===== config.mk =====
export PLATFORM = sky130hd
export DESIGN_NAME = ex_muldiv_unit
export DESIGN_NICKNAME = d
export VERILOG_FILES = /design/src/rtl/ex_muldiv_unit.sv
export SDC_FILE = /design/constraint.sdc
export NUM_CORES = 1
export LEC_CHECK = 0
export BUFFER_PORTS_ARGS = -buffer_cell sky130_fd_sc_hd__buf_4
export CAP_MARGIN = 10
export CORE_AREA = 2 2 249 153
export CTS_CLUSTER_SIZE = 25
export DETAILED_ROUTE_END_ITERATION = 8
export DIE_AREA = 0 0 251 155
export PLACE_DENSITY = 0.67
export RECOVER_POWER = 100
export SETUP_SLACK_MARGIN = 0.1
export SLEW_MARGIN = 20
export SYNTH_ARGS = -nofsm -noshare
export SYNTH_HDL_FRONTEND = slang
export SYNTH_SLANG_ARGS = --single-unit

===== constraint.sdc =====
create_clock -name clk -period 13.6 [get_ports clk]
set_clock_uncertainty 0.05 [all_clocks]
set_input_delay 1.36 -clock clk [delete_from_list [all_inputs] [get_ports clk]]
set_output_delay 1.36 -clock clk [all_outputs]
set_load 0.05 [all_outputs]

===== src/rtl/ex_muldiv_unit.sv =====
// rtl/ex_muldiv_unit.sv - iterative signed/unsigned multiply/divide unit for the EX stage
//
// Optional build macro: MULDIV_DIV0_FAST_EN. When it is defined, a divide by zero
// finishes after one CALC edge. When it is not defined, a divide by zero takes the
// full WIDTH edges.
//
// op_i encoding: 00 unsigned mul, 01 signed mul, 10 unsigned div, 11 signed div.
// Result layout: mul -> {hi, lo} product; div -> {remainder, quotient}.

module ex_muldiv_unit #(
  parameter int WIDTH = 32,
  parameter int CNT_W = 6
) (
  input  logic                 clk,
  input  logic                 rst,
  input  logic                 start_i,
  input  logic [1:0]           op_i,
  input  logic                 annul_i,
  input  logic [WIDTH-1:0]     opdata1_i,
  input  logic [WIDTH-1:0]     opdata2_i,
  output logic [2*WIDTH-1:0]   result_o,
  output logic                 ready_o,
  output logic                 stallreq_o
);

  localparam logic [CNT_W-1:0] LAST_ITER = CNT_W'(WIDTH - 1);

  typedef enum logic [1:0] {
    IDLE = 2'd0,
    CALC = 2'd1,
    DONE = 2'd2
  } state_t;

  state_t state;
  state_t state_next;

  logic [CNT_W-1:0]   cnt;
  logic               is_div;     // latched op_i[1]
  logic               neg_a;      // dividend/multiplicand negative in signed mode
  logic               neg_b;      // divisor/multiplier negative in signed mode
  logic               b_zero;     // latched divisor was zero
  logic [WIDTH-1:0]   a_raw;      // raw dividend, needed for the divide-by-zero result
  logic [WIDTH-1:0]   b_mag;      // magnitude of operand 2
  logic [2*WIDTH-1:0] work;       // mul: {partial hi, shifting multiplier}; div: {rem, quotient}

  logic               accept;
  logic               last_iter;
  logic               finish;

  logic [WIDTH-1:0]   a_mag_in;
  logic [WIDTH-1:0]   b_mag_in;

  logic [WIDTH:0]     mul_sum;
  logic [2*WIDTH-1:0] mul_next;
  logic [2*WIDTH:0]   div_shift;
  logic [WIDTH:0]     div_trial;
  logic [2*WIDTH-1:0] div_next;
  logic [2*WIDTH-1:0] work_next;

  logic [2*WIDTH-1:0] mul_final;
  logic [WIDTH-1:0]   quot_final;
  logic [WIDTH-1:0]   rem_final;
  logic [2*WIDTH-1:0] final_res;

  assign accept    = (state == IDLE) && start_i && !annul_i;
  assign last_iter = (cnt == LAST_ITER);

`ifdef MULDIV_DIV0_FAST_EN
  assign finish = last_iter || (is_div && b_zero);
`else
  assign finish = last_iter;
`endif

  // Operand magnitudes taken at the accepting edge; unsigned modes pass through
  always_comb begin
    a_mag_in = opdata1_i;
    b_mag_in = opdata2_i;
    if (op_i[0] && opdata1_i[WIDTH-1]) a_mag_in = -opdata1_i;
    if (op_i[0] && opdata2_i[WIDTH-1]) b_mag_in = -opdata2_i;
  end

  // One shift-add multiply step and one restoring divide step on the work register
  always_comb begin
    mul_sum   = {1'b0, work[2*WIDTH-1:WIDTH]} + (work[0] ? {1'b0, b_mag} : '0);
    mul_next  = {mul_sum, work[WIDTH-1:1]};
    div_shift = {work, 1'b0};
    div_trial = div_shift[2*WIDTH:WIDTH] - {1'b0, b_mag};
    if (!div_trial[WIDTH]) begin
      div_next = {div_trial[WIDTH-1:0], div_shift[WIDTH-1:1], 1'b1};
    end else begin
      div_next = div_shift[2*WIDTH-1:0];
    end
    work_next = is_div ? div_next : mul_next;
  end

  // Sign correction of the final step's magnitudes and divide-by-zero override
  always_comb begin
    mul_final  = (neg_a ^ neg_b) ? -mul_next : mul_next;
    quot_final = div_next[WIDTH-1:0];
    rem_final  = div_next[2*WIDTH-1:WIDTH];
    if (neg_a ^ neg_b) quot_final = -div_next[WIDTH-1:0];
    if (neg_a)         rem_final  = -div_next[2*WIDTH-1:WIDTH];
    if (!is_div) begin
      final_res = mul_final;
    end else if (b_zero) begin
      final_res = {a_raw, {WIDTH{1'b1}}};
    end else begin
      final_res = {rem_final, quot_final};
    end
  end

  // State register
  always_ff @(posedge clk or posedge rst) begin
    if (rst) begin
      state <= IDLE;
    end else begin
      state <= state_next;
    end
  end

  // Next-state logic; annul aborts everywhere except DONE
  always_comb begin
    state_next = state;
    case (state)
      IDLE: begin
        if (accept) state_next = CALC;
      end
      CALC: begin
        if (annul_i) begin
          state_next = IDLE;
        end else if (finish) begin
          state_next = DONE;
        end
      end
      DONE: begin
        state_next = IDLE;
      end
      default: begin
        state_next = IDLE;
      end
    endcase
  end

  // Outputs: ready only in DONE; stall while a request is being accepted or iterating
  always_comb begin
    ready_o    = (state == DONE);
    stallreq_o = accept || (state == CALC);
  end

  // Operand latch, iteration counter and work register
  always_ff @(posedge clk or posedge rst) begin
    if (rst) begin
      cnt    <= '0;
      is_div <= 1'b0;
      neg_a  <= 1'b0;
      neg_b  <= 1'b0;
      b_zero <= 1'b0;
      a_raw  <= '0;
      b_mag  <= '0;
      work   <= '0;
    end else if (accept) begin
      cnt    <= '0;
      is_div <= op_i[1];
      neg_a  <= op_i[0] && opdata1_i[WIDTH-1];
      neg_b  <= op_i[0] && opdata2_i[WIDTH-1];
      b_zero <= (opdata2_i == '0);
      a_raw  <= opdata1_i;
      b_mag  <= b_mag_in;
      work   <= {{WIDTH{1'b0}}, a_mag_in};
    end else if ((state == CALC) && !annul_i) begin
      cnt    <= cnt + 1'b1;
      work   <= work_next;
    end
  end

  // Result register: loaded only on the edge that enters DONE
  always_ff @(posedge clk or posedge rst) begin
    if (rst) begin
      result_o <= '0;
    end else if ((state == CALC) && (state_next == DONE)) begin
      result_o <= final_res;
    end
  end

endmodule


==> reports/qor.yml <==
die:
  fp-row-count: 55
  coreArea_um2: 36900
  top_level_ports: 136
  die_area_um2: 38900
  fp.dieH_um: 155
  die-width_um: 251
  initial_utilization_pct: 48.9
yosys:
  synth_nets: 2531
  synth_area_um2: 18000
  synth-async-reset-ratio_pct: 100
  netlist_instances: 2389
  yosysSeqAreaShare_pct: 28.3
  syn_avg_cell_area_um2: 7.55
  ys_ff_latch: 204
  synth_edf_count: 0
  synthFlopType: "dfrtp_1"
  yosysWarnings: 0
  post_synth_num_cell_types: 87
finish:
  regArea_um2: 5110
  final_layout_size_suffix_gt1_share_pct: 6.48
  insertedDiodeCount: 0
  final_common_cell: "nand2_1"
  nFillCells: 3685
  area_growth_pct: 9.19
  multiInputGateArea_um2: 12000
  final_cell_mix: "nand2_1 (361), nor2_1 (233), o21ai_0 (230), dfrtp_1 (203), a21oi_1 (189)"
  nNetsFinal: 2549
  postLayoutCoreUtil_pct: 53.4
global_route:
  grt-ovfl-total: 0
  first_global_vias: 16600
  grt_pass1_wl_um: 101000
  groute.usage.overall_pct: 33.3
  antenna_found_initial: 0
  grt_max_degree: 96
critical_path:
  cp-endpoint: "result_o[60]"
  path_class: "flop to flop"
  crit_path_start_kind: "flop"
  r2r_end: "result_o[60]"
  endpoint_kind: "flop"
  required_ns: 13.88
  critical_path_peak_fanout: 39
  critPathArrivalTime_ns: 8.37
  reg2reg_slack_ns: 5.51
  crit_path_start: "work[31]"
  reg2regPathDepth: 20
  rr_startpoint: "work[31]"
sta:
  fin_crit_sh_pct: 59.5
  final-hold-violation-count: 0
  setup_viol_count_final: 0
  final.setup.worst_slack_ns: 5.51
  setup_tns_ns: 0
  layout_min_cycle_time_ns: 8.09
  whs_ns: 0.427
  tightest_slew_ns: 4.29
  grt_setup_unrepaired: "no"
  max_freq_mhz: 124
  slew-limit-headroom_pct: -186
  slew_viol_final: 614
route:
  routed_wl_um: 66200
  detail_route.wl_per_cell_um: 22.8
  drt_iter0_drc: 2145
  drtPass1Iterations: 6
  num_vias: 18500
  drtAntennaViolNets: 0
  viasPerCell: 6.35
  drc_errors: 0
power:
  ir_drop_v: 0.000114
  power_leakage_nw: 8.67
  power_density_nw_per_um2: 221
clock_network:
  clockBufferDepth: 3
  cts_tree: "built"
  cts_resized: 0
  cts-root-buf: "clkbuf_16"
  cts_setup_buffers: 0
  htreeDepth: 1
  cts.clk_slew.worst_paths_ns: 0.06
  postCtsHoldBufs: 0
  cts_sinks: 204
  numCtsBuffers: 24
  clk_latency_ns: 0.56
status:
  outcome: "finished, violations left"
  violations: "capacitance limit, slew limit"
placed_design:
  port_buffers: 135
  post-place-ws_ns: 7.96
  gp_congestion: 0.974
  post-dp-hpwl_um: 50200
flow_run:
  cap_violations: 11
worst_hold_path:
  hp-class: "flop to flop"
synthesized netlist by cell type (18+ instances only):
library cell | count | area, µm²
nand2_1 | 362 | 1360
nor2_1 | 232 | 871
o21ai_0 | 230 | 1150
dfrtp_1 | 204 | 5100
a21oi_1 | 189 | 946
clkbuf_1 | 133 | 499
xor2_1 | 118 | 1030
xnor2_1 | 91 | 797
ha_1 | 70 | 876
inv_1 | 67 | 251
mux2i_1 | 67 | 671
nor3_1 | 54 | 270
o31ai_1 | 33 | 248
a21o_1 | 29 | 218
nand3_1 | 29 | 145
o22ai_1 | 29 | 181
nand4_1 | 25 | 156
nor4_1 | 25 | 156
buf_1 | 24 | 90.1
a31oi_1 | 23 | 144
o211ai_1 | 20 | 150
and3_1 | 19 | 119
and2_1 | 18 | 113
stage by stage:
stage	cell area [µm²]	power [W]	std cells
after global routing	19700	0.00461	2908
after floorplan	18000	0.00282	2389
after CTS	20100	0.00429	2908
after global placement	19300	0.00358	2865
after detailed placement	19300	0.00360	2865
final	19700	0.00435	2908
cells by family after synthesis:
family | count (synthesis) | share of synthesized area, %
AO/OA/AOI/OAI | 728 | 25.4
XOR/XNOR | 209 | 10.1
adder cells (fa/ha/maj) | 72 | 5.08
buffers and inverters | 239 | 5.06
flip-flops | 204 | 28.3
multiplexers | 79 | 4.47
AND/OR/NAND/NOR | 858 | 21.6
state kept, by name, indices dropped and copies added, names as in the netlist:
signal,flops
work,64
result_o,64
neg_b,1
is_div,1
state,2
b_mag,32
a_raw,32
b_zero,1
cnt,6
neg_a,1
worst min path at each step:
stage / startpoint / endpoint / slack, ns / depth (start not counted)
finish: a_raw[2] / a_raw[2] / 0.43 / 2
global route: result_o[11] / result_o[11] / 0.44 / 2
CTS: a_raw[2] / a_raw[2] / 0.43 / 2
detailed placement: a_raw[2] / a_raw[2] / 0.41 / 2
global placement: a_raw[7] / a_raw[7] / 0.41 / 2
floorplan: a_raw[7] / a_raw[7] / 0.39 / 2
worst max-delay path, stage by stage, from the launching register on:
cell       delay (ns)
dfrtp_1          0.55
inv_1            0.08
ha_1             0.20
inv_1            0.07
fa_1             0.26
a211oi_1         0.13
o211ai_1         0.34
nand2_1          0.18
a2111oi_0        0.87
nor3_1           0.11
clkbuf_1         0.34
nor2_1           0.25
clkbuf_1         1.61
mux2i_1          0.44
ha_1             0.31
nand2_1          0.07
o31ai_1          0.62
nand4_1          0.45
or4_1            0.63
a21oi_1          0.16
o41ai_1          0.11
power breakdown:
group | switching, W | total [W] | leakage [nW] | internal [W]
clock network | 0.000297 | 0.000673 | 0.389 | 0.000376
logic | 0.00180 | 0.00277 | 5.57 | 0.000975
registers | 0.000201 | 0.000905 | 2.70 | 0.000704
metal layers:
| metal | wire [µm] | global-route usage [%] |
|---|---|---|
| met4 | 980 | 5.75 |
| met5 | 73 | 1.37 |
| met1 | 31300 | 51.8 |
| met2 | 25500 | 44.8 |
| met3 | 8320 | 10.1 |
area by class of cell:
cell class | instances | area share (%)
repair buffers | 161 | 4.63
clock inverters | 15 | 0.794
multi-input cells | 1946 | 61.0
flip-flops and latches | 204 | 25.9
inverters | 70 | 1.34
well taps | 484 | 3.07
clock buffers | 28 | 3.23
Power figures use the tool's default switching activity.
